--- config.mk ---
export PLATFORM = sky130hd
export DESIGN_NAME = inst_fetch_unit_flat
export DESIGN_NICKNAME = d
export VERILOG_FILES = /design/src/rtl/inst_fetch_unit_if.sv /design/src/rtl/inst_fetch_unit.sv /design/src/flat_wrapper.sv
export SDC_FILE = /design/constraint.sdc
export NUM_CORES = 1
export LEC_CHECK = 0
export ABC_AREA = 1
export ABC_CLOCK_PERIOD_IN_PS = 3000
export BUFFER_PORTS_ARGS = -buffer_cell sky130_fd_sc_hd__buf_2
export CELL_PAD_IN_SITES_DETAIL_PLACEMENT = 1
export CELL_PAD_IN_SITES_GLOBAL_PLACEMENT = 1
export CORE_MARGIN = 2
export CORE_UTILIZATION = 36
export CTS_BUF_LIST = sky130_fd_sc_hd__clkbuf_8
export CTS_CLUSTER_DIAMETER = 150
export CTS_CLUSTER_SIZE = 30
export DETAILED_ROUTE_END_ITERATION = 6
export HOLD_SLACK_MARGIN = 0.1
export PLACE_DENSITY = 0.95
export SLEW_MARGIN = 5
export SYNTH_ARGS = -nofsm -noshare
export SYNTH_HDL_FRONTEND = slang
export SYNTH_SLANG_ARGS = --single-unit
export TNS_END_PERCENT = 10
--- constraint.sdc ---
create_clock -name clk -period 3 [get_ports clk]
set_clock_uncertainty 0.15 [all_clocks]
set_input_delay 0.6 -clock clk [delete_from_list [all_inputs] [get_ports clk]]
set_output_delay 0.6 -clock clk [all_outputs]
set_load 0.02 [all_outputs]
--- src/rtl/inst_fetch_unit_if.sv ---
// rtl/inst_fetch_unit_if.sv - fetch unit bundle: memory read channel, decode handoff, next-PC input
interface inst_fetch_unit_if;
   logic [31:0] araddr;
   logic        arvalid;
   logic        arready;
   logic [31:0] rdata;
   logic [1:0]  rresp;
   logic        rvalid;
   logic        rready;
   logic [31:0] inst;
   logic [31:0] pc;
   logic        inst_valid;
   logic        inst_ready;
   logic        inst_fault;
   logic [31:0] npc;
   logic        npc_valid;
   logic [31:0] fetch_cnt;

   modport master (
      output araddr, arvalid, rready, inst, pc, inst_valid, inst_fault, fetch_cnt,
      input  arready, rdata, rresp, rvalid, inst_ready, npc, npc_valid
   );

   modport slave (
      input  araddr, arvalid, rready, inst, pc, inst_valid, inst_fault, fetch_cnt,
      output arready, rdata, rresp, rvalid, inst_ready, npc, npc_valid
   );
endinterface

--- src/rtl/inst_fetch_unit.sv ---
// rtl/inst_fetch_unit.sv - multi-cycle RV32E instruction fetch stage
module inst_fetch_unit #(
   parameter logic [31:0] RESET_VECTOR = 32'h8000_0000,
   parameter logic [31:0] FAULT_INST   = 32'h0000_0013
) (
   input  logic               clk,
   input  logic               rst,
   inst_fetch_unit_if.master  bus
);
   typedef enum logic [2:0] {BOOT, REQ, RESP, OUT, WAIT_NPC} state_t;

   state_t      state;
   state_t      state_next;
   logic [31:0] pc_q;
   logic [31:0] inst_q;
   logic        fault_q;
   logic [31:0] cnt_q;
   logic        arvalid;
   logic        rready;
   logic        inst_valid;

   always_ff @(posedge clk) begin
      if (rst) state <= BOOT;
      else     state <= state_next;
   end

   always_comb begin
      state_next = state;
      case (state)
         BOOT:     state_next = REQ;
         REQ:      if (bus.arready)    state_next = RESP;
         RESP:     if (bus.rvalid)     state_next = OUT;
         OUT:      if (bus.inst_ready) state_next = WAIT_NPC;
         WAIT_NPC: if (bus.npc_valid)  state_next = (bus.npc[1:0] == 2'b00) ? REQ : OUT;
         default:  state_next = BOOT;
      endcase
   end

   always_comb begin
      arvalid    = (state == REQ);
      rready     = (state == RESP);
      inst_valid = (state == OUT);
   end

   // A misaligned npc skips the bus entirely and reports a fault for that PC.
   always_ff @(posedge clk) begin
      if (rst) begin
         pc_q    <= RESET_VECTOR;
         inst_q  <= FAULT_INST;
         fault_q <= 1'b0;
         cnt_q   <= 32'd0;
      end else begin
         case (state)
            RESP: begin
               if (bus.rvalid) begin
                  if (bus.rresp == 2'b00) begin
                     inst_q  <= bus.rdata;
                     fault_q <= 1'b0;
                  end else begin
                     inst_q  <= FAULT_INST;
                     fault_q <= 1'b1;
                  end
               end
            end
            OUT: begin
               if (bus.inst_ready) cnt_q <= cnt_q + 32'd1;
            end
            WAIT_NPC: begin
               if (bus.npc_valid) begin
                  pc_q <= bus.npc;
                  if (bus.npc[1:0] != 2'b00) begin
                     inst_q  <= FAULT_INST;
                     fault_q <= 1'b1;
                  end
               end
            end
            default: ;
         endcase
      end
   end

   assign bus.araddr     = pc_q;
   assign bus.arvalid    = arvalid;
   assign bus.rready     = rready;
   assign bus.inst       = inst_q;
   assign bus.pc         = pc_q;
   assign bus.inst_valid = inst_valid;
   assign bus.inst_fault = fault_q;
   assign bus.fetch_cnt  = cnt_q;
endmodule
--- src/flat_wrapper.sv ---
// flat-port wrapper written by rule: the top's interface ports become plain ports
module inst_fetch_unit_flat 
#(
   parameter logic [31:0] RESET_VECTOR = 32'h8000_0000,
   parameter logic [31:0] FAULT_INST   = 32'h0000_0013
)
  (clk, rst, bus_araddr, bus_arvalid, bus_rready, bus_inst, bus_pc, bus_inst_valid, bus_inst_fault, bus_fetch_cnt, bus_arready, bus_rdata, bus_rresp, bus_rvalid, bus_inst_ready, bus_npc, bus_npc_valid);
  inst_fetch_unit_if bus_i ();
  input  logic clk;
  input  logic rst;
  output wire logic [$bits(bus_i.araddr)-1:0] bus_araddr;
  output wire logic [$bits(bus_i.arvalid)-1:0] bus_arvalid;
  output wire logic [$bits(bus_i.rready)-1:0] bus_rready;
  output wire logic [$bits(bus_i.inst)-1:0] bus_inst;
  output wire logic [$bits(bus_i.pc)-1:0] bus_pc;
  output wire logic [$bits(bus_i.inst_valid)-1:0] bus_inst_valid;
  output wire logic [$bits(bus_i.inst_fault)-1:0] bus_inst_fault;
  output wire logic [$bits(bus_i.fetch_cnt)-1:0] bus_fetch_cnt;
  input wire logic [$bits(bus_i.arready)-1:0] bus_arready;
  input wire logic [$bits(bus_i.rdata)-1:0] bus_rdata;
  input wire logic [$bits(bus_i.rresp)-1:0] bus_rresp;
  input wire logic [$bits(bus_i.rvalid)-1:0] bus_rvalid;
  input wire logic [$bits(bus_i.inst_ready)-1:0] bus_inst_ready;
  input wire logic [$bits(bus_i.npc)-1:0] bus_npc;
  input wire logic [$bits(bus_i.npc_valid)-1:0] bus_npc_valid;
  assign bus_araddr = bus_i.araddr;
  assign bus_arvalid = bus_i.arvalid;
  assign bus_rready = bus_i.rready;
  assign bus_inst = bus_i.inst;
  assign bus_pc = bus_i.pc;
  assign bus_inst_valid = bus_i.inst_valid;
  assign bus_inst_fault = bus_i.inst_fault;
  assign bus_fetch_cnt = bus_i.fetch_cnt;
  assign bus_i.arready = bus_arready;
  assign bus_i.rdata = bus_rdata;
  assign bus_i.rresp = bus_rresp;
  assign bus_i.rvalid = bus_rvalid;
  assign bus_i.inst_ready = bus_inst_ready;
  assign bus_i.npc = bus_npc;
  assign bus_i.npc_valid = bus_npc_valid;
  inst_fetch_unit #(.RESET_VECTOR(RESET_VECTOR), .FAULT_INST(FAULT_INST)) u_core (.clk(clk), .rst(rst), .bus(bus_i));
endmodule
# Word level (Yosys, flattened, before mapping)
# Index checks and enable logic that the tools add are counted.
[totals]
ff_bits = 100
output_inout_bits = 132
[classes]
addsub = 1
n_eq_ne = 9
muxes = 16
n_reduce_logical = 9
[ops]
columns = ["cell", "n"]
rows = [
  ["32-bit 2-to-1 mux", 4],
  ["32-bit case mux with 2 select lines", 1],
  ["32-bit by 1-bit adder with 32-bit output (second input constant)", 1],
  ["3-bit case mux with 5 select lines", 1],
  ["3-bit 2-to-1 mux", 4],
  ["2-bit by 1-bit != test with 1-bit output (second input constant)", 4],
  ["4-bit AND reduction", 2],
  ["3-bit by 2-bit == test with 1-bit output (second input constant)", 2],
  ["2-bit logical NOT", 2],
  ["1-bit 2-to-1 mux", 4],
  ["2-bit AND reduction", 2],
  ["2-bit nonzero test", 2],
  ["3-bit by 1-bit == test with 1-bit output (second input constant)", 1],
  ["3-bit == test (second input constant)", 1],
  ["3-bit logical NOT", 1],
  ["2-bit 2-to-1 mux", 1],
  ["2-bit != test (second input constant)", 1],
  ["1-bit case mux with 2 select lines", 1],
]

# Longest topological paths before layout
# Gate-level depths: netlist of the first run.
[logic_depth]
ltp_word = 4
depth_mapped = 10
depth_no_buf = 10

# Least setup slack after synthesis of the first run
# Ideal clock, no wire load.
[synth_path]
path_type = "register -> register"
startpoint = "reg u_core.cnt_q[1], in the netlist u_core.bus.fetch_cnt[1]"
endpoint = "reg u_core.cnt_q[26], in the netlist u_core.bus.fetch_cnt[26]"
setup_ns = 0.113
arrival_time_ns = 1.538
required_time_ns = 2.737
slack_ns = 1.199
path_stages_with_launch = 11
path_buffers = 0
path_cell_list = "dfxtp_1 -> ha_1 -> nand2_1 -> nor2_1 -> nand2_1 -> nor2_4 -> nand2_1 -> nor2_1 -> nand2_1 -> nand2_1 -> nor2_1"
[synth_between]
elab_chain_len = 1
[synth_rtl]
columns = ["item", "line", "text"]
rows = [
  ["start, declared", "inst_fetch_unit.sv:17", "logic [31:0] cnt_q;"],
  ["start signal, assigned", "inst_fetch_unit.sv:66", "if (bus.inst_ready) cnt_q <= cnt_q + 32'd1;"],
  ["32-bit by 1-bit adder with 32-bit output", "inst_fetch_unit.sv:66", ""],
]
# Every way passes these cells.
# A chain may end at the register's enable or synchronous reset.

# Final worst setup path of the first run
[layout_path]
startpoint = "reg u_core.state[1]"
endpoint = "out bus_rready"
[layout_between]
elab_chain_len = 1
[layout_rtl]
columns = ["item", "line", "text"]
rows = [
  ["start, declared", "inst_fetch_unit.sv:12", "state_t state;"],
  ["start signal, assigned", "inst_fetch_unit.sv:24", "else state <= state_next;"],
  ["3-bit by 2-bit == test with 1-bit output", "inst_fetch_unit.sv:41", "rready = (state == RESP);"],
  ["end, declared", "flat_wrapper.sv:13", "output wire logic [$bits(bus_i.rready)-1:0] bus_rready;"],
]
# Every way passes these cells.

==> results.py, run 1 <==
metrics = {
    "clock_tree": {
        "post-cts-setup-buffer-count": 0,
        "cts-root-buf": "sky130_fd_sc_hd__clkbuf_8",
        "cts.hold.buffers_added": 0,
        "cts_sinks": 100,
        "clock_latency_ns": 0.38,
        "clock_buffer_count_from_cts": 9,
        "cts-htree-levels": 3,
        "clk_pin_slew_worst_paths_ns": 0.10,
        "cts_tree": "built",
        "clockBufferDepth": 2,
        "post_cts_resize_count": 0,
    },
    "setup_path": {
        "worst-path-max-fanout": 4,
        "timing.critical_path.to_type": "primary output",
        "cp_cell_sequence": "inv_1, nor3_2, buf_2",
        "crit_path_start_kind": "flop",
        "criticalPathCategory": "flop to primary output",
        "crit_path_max_incr_delay_ns": 0.39,
        "timing.critical_path.required_ns": 2.25,
        "critPathArrivalTime_ns": 1.38,
        "critical-path-slowest-cell": "sky130_fd_sc_hd__dfxtp_1",
    },
    "die": {
        "design.die.area_mm2": 0.0135,
        "floorplan.initialDensity_pct": 37.3,
        "ioPinCount": 204,
        "placement_rows": 40,
        "die_x_um": 116,
        "core_area_mm2": 0.0121,
        "die_h_um": 116,
    },
    "yosys": {
        "synthesis.instances": 639,
        "synth.net_count": 712,
        "syn_area_per_cell_um2": 7.07,
        "synth_top_flop_cell": "sky130_fd_sc_hd__dfxtp_1",
        "number_of_different_library_cells_in_the_post_synthesis_netlist": 29,
        "syn_area_mm2": 0.00452,
        "ys_async_sr_fraction_pct": 0,
        "synth_edf_count": 0,
        "ys_seq_area_share_pct": 44.3,
        "yosysWarningCount": 0,
        "synth.ff_latch_count": 100,
    },
    "grt": {
        "grt_remaining_overflow": 0,
        "grt_start_max_net_pins": 47,
        "grt_antenna_before_repair": 0,
        "track_usage_pct": 21.8,
        "grt_pass1_vias": 4901,
        "global_route_wire_length_before_repair_mm": 23.2,
    },
    "status": {
        "run_status": "completed",
    },
    "power_and_ir_drop": {
        "intPower_mw": 1.85,
        "p_leak_nw": 2.85,
        "power.density_mw_per_mm2": 457,
        "power.share.clock_pct": 34.6,
        "vdd.ir_drop.worst_uv": 172,
        "switchingPower_uw": 730,
        "p_comb_share_pct": 12.0,
        "switching_share_of_power_pct": 28.3,
        "power.share.sequential_pct": 53.4,
        "finalPower_mw": 2.58,
    },
    "cells_and_area": {
        "final_net_count": 874,
        "multi_input_comb_area_mm2": 0.00190,
        "drive_above_1_share_pct": 29.4,
        "layout-area-overhead-vs-synth_pct": 24.9,
        "n_fill_cell": 1626,
        "area.sequential_mm2": 0.00200,
        "insertedDiodeCount": 0,
    },
    "timing": {
        "hold_slack_ns": 0.280,
        "post_route_fraction_of_the_period_consumed_by_the_critical_path_pct": 70.9,
        "finalHoldViolations": 0,
        "setup_ws_ns": 0.872,
        "finalCriticalPeriod_ns": 2.13,
        "timing.final.setup_violations": 0,
        "fin_setup_tns_ns": 0,
        "unrepaired_setup_endpoints_after_global_routing": "no",
        "timing.fmax_mhz": 470,
        "timing_worst_slew_pin_value_ns": 0.735,
        "final-max-slew-violation-count": 0,
        "slew_headroom_pct": 50.9,
    },
    "drt": {
        "drt-pass1-iter-count": 4,
        "viasPerCell": 4.93,
        "via_count": 4800,
        "post-route-drc-count": 0,
        "ant_nets": 0,
        "drt-total-wl_mm": 14.5,
        "initial_drc_count": 167,
        "post_drt_wl_per_cell_um": 14.9,
    },
    "place": {
        "place_worst_setup_slack_ns": 0.704,
        "detailedPlacementHpwl_mm": 11.1,
        "io_buffer_count": 203,
        "globalplace.congestion": 0.829,
    },
    "job": {
        "cap_viol_max_count": 0,
    },
    "worst_hold_path": {
        "worstHoldPathType": "input pin to flop",
    },
}
-- per-stage QoR --
stage	utilization [%]	std cells	area, um2
after floorplan	-	639	4520
after global routing	46.6	974	5640
final	46.6	974	5640
after global placement	44.9	958	5440
after CTS	46.6	974	5640
after detailed placement	44.9	958	5440
-- registers in the layout, indices dropped and copies added (netlist names) --
register	cells
u_core.state	3
u_core.bus.inst_fault	1
u_core.bus.araddr	32
u_core.bus.inst	32
u_core.bus.fetch_cnt	32
-- synth_stat cells (8+ instances only) --
library cell               instances  area, um2
sky130_fd_sc_hd__nand2_1         119        447
sky130_fd_sc_hd__nor2_1          115        432
sky130_fd_sc_hd__dfxtp_1         100       2000
sky130_fd_sc_hd__inv_1            62        233
sky130_fd_sc_hd__o21ai_0          51        255
sky130_fd_sc_hd__a21oi_1          47        235
sky130_fd_sc_hd__nand4_1          42        263
sky130_fd_sc_hd__buf_4            36        270
sky130_fd_sc_hd__nand3_1          15       75.1
sky130_fd_sc_hd__clkbuf_1         14       52.6
sky130_fd_sc_hd__nor3_1            9       45.0
sky130_fd_sc_hd__buf_2             8       40.0
-- metal layers --
layer / wire length, um / up-vias / global-route usage (%)
met5: 0 / - / 0
li1: - / 2348 / -
met1: 5940 / 2278 / 24.9
met3: 798 / 29 / 4.71
met2: 7360 / 145 / 38.9
met4: 428 / 0 / 9.92
-- final cells by class --
cell class | count | area share [%]
clock inverter | 7 | 1.33
multi-input combinational | 415 | 33.7
inverter | 63 | 4.19
clock buffer | 9 | 2.20
timing repair buffer | 212 | 19.4
tap | 168 | 3.73
sequential | 100 | 35.5
-- layout by cell type, fill, tap and decap left out, drive strengths merged, types with 2 or more instances in the layout --
cell    Yosys  layout
a21oi      47      47
buf        46     212
clkbuf     15       9
clkinv      0       5
dfxtp     100     100
inv        63      64
nand2     120     120
nand3      15      15
nand4      42      42
nor2      118     118
nor3       12      12
o21a        2       2
o21ai      51      51
o21bai      2       2
-- worst max-delay path: cells and delay by family (launching register included) --
kind,cells,cell delay (ns)
flip-flops,1,0.39
buffers and inverters,2,0.35
AND/OR/NAND/NOR,1,0.25
-- kinds of logic (layout without fill, tap and decap cells) --
family	after synthesis	after routing	synth area share (%)
compound gates	102	102	11.5
xor+xnor	1	1	0.194
flops	100	100	44.3
fa+ha+maj	1	1	0.277
buf+inv	124	291	13.7
simple gates	311	311	30.0
-- power by group through the flow --
stage | clock [mW] | combinational [mW] | sequential, mW
final | 0.891 | 0.310 | 1.37
after floorplan | 0 | 0.168 | 1.43
after global routing | 0.975 | 0.339 | 1.38
after CTS | 0.919 | 0.312 | 1.37
after global placement | 0 | 0.303 | 1.40
after detailed placement | 0 | 0.310 | 1.41
-- path summary, 6_finish.rpt --
path | startpoint | end | slack (ns) | depth (start not counted)
setup / recovery | u_core.state[1] | bus_rready | 0.87 | 3
hold / removal | bus_npc[31] | u_core.bus.araddr[31] | 0.28 | 3
setup reg to reg | u_core.state[1] | u_core.bus.inst[1] | 0.90 | 9
hold reg to reg | u_core.bus.inst[17] | u_core.bus.inst[17] | 0.32 | 2
Note: power is estimated with default switching activity, not from simulation.
==> run 2: changes to the inputs <==
ABC_AREA = 0   (was 1)
ABC_CLOCK_PERIOD_IN_PS = 1960   (was 3000)
CORE_UTILIZATION = 34   (was 36)
PLACE_DENSITY = 0.89   (was 0.95)
clock period = 1.96 ns   (was 3 ns; I/O delays follow)
==> run 2 against run 1 <==
The flow now finishes with violations (negative setup slack). First-iteration DRC count decreased by 13%. Wire length rose by 14%. Core utilization grew 7.1 points. Combinational power up 6.8%. Flip-flop and latch count stayed put. Critical path depth rose by 3. Synthesized cell count decreased by 27%. Final area grew 14%. Critical endpoint is now u_core.bus.fetch_cnt[22]. Highest routed layer unchanged.
==> results.py, run 2 <==
metrics = {
    "status": {
        "run_status": "complete, but fails checks",
        "violations": "negative setup slack",
    },
    "setup_path": {
        "cp_top_family": "simple AND/OR/NAND/NOR gates",
        "worst-path-max-fanout": 7,
        "cp_cell_sequence": "ha_4, nand2_2, or4_4, buf_8, nor4_4, mux2_4",
        "timing.critical_path.to_type": "flop",
        "criticalPathCategory": "flop to flop",
        "critPathArrivalTime_ns": 2.30,
        "crit_path_max_incr_delay_ns": 0.53,
        "timing.critical_path.buf_inv": 1,
        "critical-path-slowest-cell": "sky130_fd_sc_hd__or4_4",
        "timing.critical_path.required_ns": 2.06,
        "crit_path_start_kind": "flop",
    },
    "cells_and_area": {
        "fin_area_mm2": 0.00642,
        "layout-area-overhead-vs-synth_pct": 54.3,
        "finish.cell_count_without_fillers": 879,
        "final_net_count": 798,
        "leading_cell_type_in_the_layout_fill_and_taps_excluded": "sky130_fd_sc_hd__buf_2",
        "n_fill_cell": 1413,
        "drive_above_1_share_pct": 47.0,
        "final_cell_mix": "sky130_fd_sc_hd__buf_2, sky130_fd_sc_hd__dfxtp_1, sky130_fd_sc_hd__nand2_1",
        "multi_input_comb_area_mm2": 0.00202,
        "area.sequential_mm2": 0.00203,
    },
    "drt": {
        "drt-total-wl_mm": 16.5,
        "post_drt_wl_per_cell_um": 18.8,
        "drt-pass1-iter-count": 4,
        "viasPerCell": 5.14,
        "ant_nets": 0,
        "post-route-drc-count": 0,
        "via_count": 4519,
        "initial_drc_count": 145,
    },
    "grt": {
        "grt-busiest-layer": "met2",
        "global_route_wire_length_before_repair_mm": 24.3,
        "track_usage_pct": 23.6,
        "grt_remaining_overflow": 0,
        "met3_usage_pct": 4.29,
        "grt_antenna_before_repair": 1,
        "met2_usage_pct": 44.7,
        "global_route.usage.met1_pct": 24.7,
        "grt_pass1_vias": 4735,
        "grt_start_max_net_pins": 46,
    },
    "power_and_ir_drop": {
        "power.density_mw_per_mm2": 565,
        "vdd.ir_drop.worst_uv": 369,
        "finalPower_mw": 3.63,
        "power.share.clock_pct": 34.5,
        "power.share.sequential_pct": 56.4,
        "p_leak_nw": 2.94,
        "switching_share_of_power_pct": 25.9,
        "p_comb_share_pct": 9.1,
        "switchingPower_uw": 938,
        "intPower_mw": 2.69,
    },
    "yosys": {
        "syn_area_mm2": 0.00416,
        "post-synth-top-area-cell": "sky130_fd_sc_hd__dfxtp_1",
        "synth.ff_latch_count": 100,
        "synth_top_flop_cell": "sky130_fd_sc_hd__dfxtp_1",
        "synthesis.instances": 464,
        "ys_seq_area_share_pct": 48.1,
        "number_of_different_library_cells_in_the_post_synthesis_netlist": 39,
        "synth.net_count": 537,
        "post_synth_main_area_contributors": "sky130_fd_sc_hd__dfxtp_1, sky130_fd_sc_hd__nand2_1, sky130_fd_sc_hd__buf_4",
        "synthDominantCellAreaShare_pct": 48.1,
        "cell_with_the_most_instances_after_synthesis": "sky130_fd_sc_hd__dfxtp_1",
        "ys_async_sr_fraction_pct": 0,
        "syn_area_per_cell_um2": 8.97,
        "synth_edf_count": 0,
        "yosysWarningCount": 0,
        "ys_top_cells_by_count": "sky130_fd_sc_hd__dfxtp_1, sky130_fd_sc_hd__nand2_1, sky130_fd_sc_hd__a21oi_1",
    },
    "clock_tree": {
        "clk_pin_slew_worst_paths_ns": 0.10,
        "clockBufferDepth": 2,
        "cts_sinks": 100,
        "clock_latency_ns": 0.36,
        "cts-root-buf": "sky130_fd_sc_hd__clkbuf_8",
        "cts-htree-levels": 3,
        "cts_tree": "built",
        "clock_buffer_count_from_cts": 9,
    },
    "place": {
        "io_buffer_count": 203,
        "detailedPlacementHpwl_mm": 10.4,
        "post_placement_cell_count": 806,
        "place_area_mm2": 0.00548,
        "globalplace.congestion": 0.831,
    },
    "timing": {
        "finalHoldViolations": 0,
        "post_route_fraction_of_the_period_consumed_by_the_critical_path_pct": 112,
        "timing_worst_slew_pin_value_ns": 0.501,
        "unrepaired_setup_endpoints_after_global_routing": "yes",
        "slew_headroom_pct": 66.3,
        "final-max-slew-violation-count": 0,
        "timing.final.setup_violations": 20,
        "hold_slack_ns": 0.127,
        "setup_ws_ns": -0.241,
        "timing.fmax_mhz": 454,
        "finalCriticalPeriod_ns": 2.20,
    },
    "die": {
        "die_h_um": 115,
        "core_area_mm2": 0.0120,
        "ioPinCount": 204,
        "floorplan.initialDensity_pct": 34.8,
        "die_x_um": 115,
        "placement_rows": 40,
        "design.die.area_mm2": 0.0131,
    },
    "job": {
        "cap_viol_max_count": 0,
    },
    "worst_hold_path": {
        "worstHoldPathType": "input pin to flop",
    },
}
run 2: cells by family (layout without fill, tap and decap cells):
logic type,Yosys count,in the layout,share of synthesized area (%)
XOR/XNOR,9,9,1.89
adder cells (fa/ha/maj),1,1,0.301
multiplexers,8,8,2.17
AO/OA/AOI/OAI,100,100,15.8
buffers and inverters,65,330,9.56
other,0,2,0
AND/OR/NAND/NOR,181,182,22.1
flip-flops,100,100,48.1
run 2: worst register-to-register path: stages, from the launching register on:
cell,delay [ns]
sky130_fd_sc_hd__dfxtp_4,0.38
sky130_fd_sc_hd__ha_4,0.15
sky130_fd_sc_hd__nand2_2,0.07
sky130_fd_sc_hd__or4_4,0.53
sky130_fd_sc_hd__buf_8,0.18
sky130_fd_sc_hd__nor4_4,0.30
sky130_fd_sc_hd__mux2_4,0.33
run 2: timing repair:
action                                  CTS  global route
cloned                                    2             0
gates resized for setup                  17            36
endpoints found under the setup margin   22            38
hold buffers                             48             0
buffers inserted                          2             3
pin swaps                                 5            17
endpoints found under the hold margin    48             0
run 2: stage by stage:
| stage | util (%) | setup TNS, ns | setup WS, ns |
|---|---|---|---|
| CTS | 52.2 | -2.50 | -0.153 |
| detailed placement | 45.8 | -4.75 | -0.319 |
| global placement | 45.8 | -3.63 | -0.261 |
| finish | 53.7 | -2.90 | -0.241 |
| floorplan | - | -3.06 | -0.180 |
| global route | 53.6 | -3.90 | -0.259 |
run 2: power groups by stage:
stage	Sequential [mW]	Combinational, mW	Clock (mW)
floorplan	2.10	0.100	0
global placement	2.09	0.230	0
detailed placement	2.09	0.240	0
CTS	2.04	0.319	1.30
global route	2.05	0.356	1.38
finish	2.05	0.331	1.25
run 2: cell type report:
class                           count  area share, %
Tap cell                          147           2.86
Sequential cell                   100           31.6
Antenna cell                        2         0.0779
Inverter                            2          0.117
Clock buffer                        9           1.93
Timing Repair Buffer              312           31.0
Clock inverter                      7          0.916
Multi-Input combinational cell    300           31.5
run 2: worst paths after layout:
path	from	end	slack (ns)	cells after the start
worst max register to register	u_core.bus.fetch_cnt[1]	u_core.bus.fetch_cnt[22]	-0.24	6
worst max-delay path	u_core.bus.fetch_cnt[1]	u_core.bus.fetch_cnt[22]	-0.24	6
worst min register to register	u_core.bus.araddr[16]	u_core.bus.araddr[16]	0.32	2
worst min-delay path	bus_npc[15]	u_core.bus.araddr[15]	0.13	3
run 2: metal layers:
metal / part of all wire, % / up-vias
li1: - / 2134
met1: 37 / 2157
met2: 54 / 179
met3: 5.3 / 49
met4: 4.1 / 0
met5: 0 / -
==> run 3: changes to the inputs <==
REMOVE_ABC_BUFFERS = 1   (was not set)
==> run 3 against run 2 <==
The flow still finishes with violations (negative setup slack). Via count shrank 0.46%. Final area down 0.76%. Worst hold slack got worse by 0.024 ns. Clock-buffer cell count unchanged. Register-to-register slack improved by 0.07 ns. Highest routed layer unchanged. Total power rose by 4.3%. Die area did not move. Sequential share of layout area is essentially flat. Largest cell class unchanged.
==> results.py, run 3 (synthesized netlist as in run 2, its figures left out) <==
metrics = {
    "die": {
        "core_area_mm2": 0.0120,
        "die_x_um": 115,
        "floorplan.initialDensity_pct": 34.8,
        "placement_rows": 40,
        "design.die.area_mm2": 0.0131,
        "die_h_um": 115,
        "ioPinCount": 204,
    },
    "clock_tree": {
        "clock_buffer_count_from_cts": 9,
        "clk_pin_slew_worst_paths_ns": 0.10,
        "cts_sinks": 100,
        "cts_tree": "built",
        "clockBufferDepth": 2,
        "clock_latency_ns": 0.38,
        "cts-root-buf": "sky130_fd_sc_hd__clkbuf_8",
        "cts-htree-levels": 3,
    },
    "cells_and_area": {
        "layout-area-overhead-vs-synth_pct": 53.2,
        "final_net_count": 793,
        "fin_area_mm2": 0.00637,
        "final_cell_mix": "sky130_fd_sc_hd__buf_2, sky130_fd_sc_hd__dfxtp_1, sky130_fd_sc_hd__nand2_1",
        "finish.cell_count_without_fillers": 872,
        "layout.core_utilization_pct": 53.3,
        "drive_above_1_share_pct": 45.5,
        "leading_cell_type_in_the_layout_fill_and_taps_excluded": "sky130_fd_sc_hd__buf_2",
        "insertedDiodeCount": 0,
    },
    "drt": {
        "drt-total-wl_mm": 16.5,
        "ant_nets": 0,
        "drt-pass1-iter-count": 4,
        "initial_drc_count": 209,
        "post_drt_wl_per_cell_um": 18.9,
        "via_count": 4498,
        "viasPerCell": 5.16,
        "post-route-drc-count": 0,
    },
    "setup_path": {
        "crit_path_start_kind": "flop",
        "timing.critical_path.to_type": "flop",
        "critical-path-slowest-cell": "sky130_fd_sc_hd__or4_4",
        "timing.critical_path.required_ns": 2.12,
        "cp_cell_sequence": "nand4b_4, or4_4, buf_12, or4_4, a21oi_2",
        "criticalPathCategory": "flop to flop",
        "critPathArrivalTime_ns": 2.29,
        "cpMostUsedCell": "sky130_fd_sc_hd__or4_4",
        "crit_path_max_incr_delay_ns": 0.52,
        "worst-path-max-fanout": 14,
    },
    "place": {
        "detailedPlacementHpwl_mm": 10.3,
        "io_buffer_count": 203,
        "place_area_mm2": 0.00542,
        "globalplace.congestion": 0.797,
        "post_placement_cell_count": 804,
    },
    "timing": {
        "timing_worst_slew_pin_value_ns": 0.405,
        "unrepaired_setup_endpoints_after_global_routing": "yes",
        "timing.fmax_mhz": 468,
        "finalHoldViolations": 0,
        "timing.final.setup_violations": 16,
        "post_route_fraction_of_the_period_consumed_by_the_critical_path_pct": 109,
        "final-max-slew-violation-count": 0,
        "finalCriticalPeriod_ns": 2.14,
        "hold_slack_ns": 0.104,
        "setup_ws_ns": -0.176,
        "slew_headroom_pct": 73.0,
    },
    "power_and_ir_drop": {
        "power.density_mw_per_mm2": 593,
        "vdd.ir_drop.worst_uv": 343,
        "finalPower_mw": 3.78,
        "p_leak_nw": 2.92,
    },
    "grt": {
        "grt_start_max_net_pins": 37,
        "grt_pass1_vias": 4814,
        "global_route_wire_length_before_repair_mm": 24.9,
        "grt_remaining_overflow": 0,
        "grt_antenna_before_repair": 0,
        "track_usage_pct": 24.2,
    },
    "job": {
        "cap_viol_max_count": 0,
    },
    "status": {
        "violations": "negative setup slack",
        "run_status": "complete, but fails checks",
    },
    "worst_hold_path": {
        "worstHoldPathType": "input pin to flop",
    },
}
==> run 3: area by class of cell <==
cell class	count	area, um2
flip-flops and latches	100	2020
clock inverters	7	76.3
multi-input cells	299	1990
clock buffers	9	124
inverters	2	7.51
well taps	147	184
fillers	1440	5590
repair buffers	308	1980
==> run 3: stage by stage <==
stage          TNS (ns)  setup slack, ns
6_report          -1.81           -0.176
3_3_place_gp      -4.10           -0.319
3_5_place_dp      -6.47           -0.466
5_1_grt           -2.76           -0.211
4_1_cts           -1.90           -0.173
2_1_floorplan   -114.62            -2.02
==> run 3: worst max-delay path, delay by kind of cell, from the launching register on <==
kind,cells,cell delay (ns)
flip-flops,1,0.33
AO/OA/AOI/OAI,1,0.16
AND/OR/NAND/NOR,3,1.24
buffers and inverters,1,0.17
==> run 3: what timing repair did <==
action	4_1_cts	5_1_grt
hold buffers	50	1
resized for setup	37	20
setup endpoints to repair	28	20
buffers inserted	1	0
endpoints found under the hold margin	50	1
pin swaps	8	3
==> run 3: path summary, 6_finish.rpt <==
path	start	end	slack, ns	depth (start not counted)
setup reg to reg	u_core.state[2]	u_core.bus.fetch_cnt[20]	-0.18	5
hold reg to reg	u_core.bus.araddr[6]	u_core.bus.araddr[6]	0.33	2
hold / removal	bus_npc[26]	u_core.bus.araddr[26]	0.10	3
setup / recovery	u_core.state[2]	u_core.bus.fetch_cnt[20]	-0.18	5
==> run 3: power by group <==
part           internal (mW)  switching [mW]
clock                  0.597           0.792
combinational          0.178           0.161
sequential              2.04          0.0105
==> run 3: metal layers <==
layer  share of wire (%)  track usage (%)  routed length (um)
met5                   0                0                   0
met4                 2.5             10.0                 414
met3                 5.7             5.56                 935
met2                  56             47.2                9230
met1                  36             24.5                5930
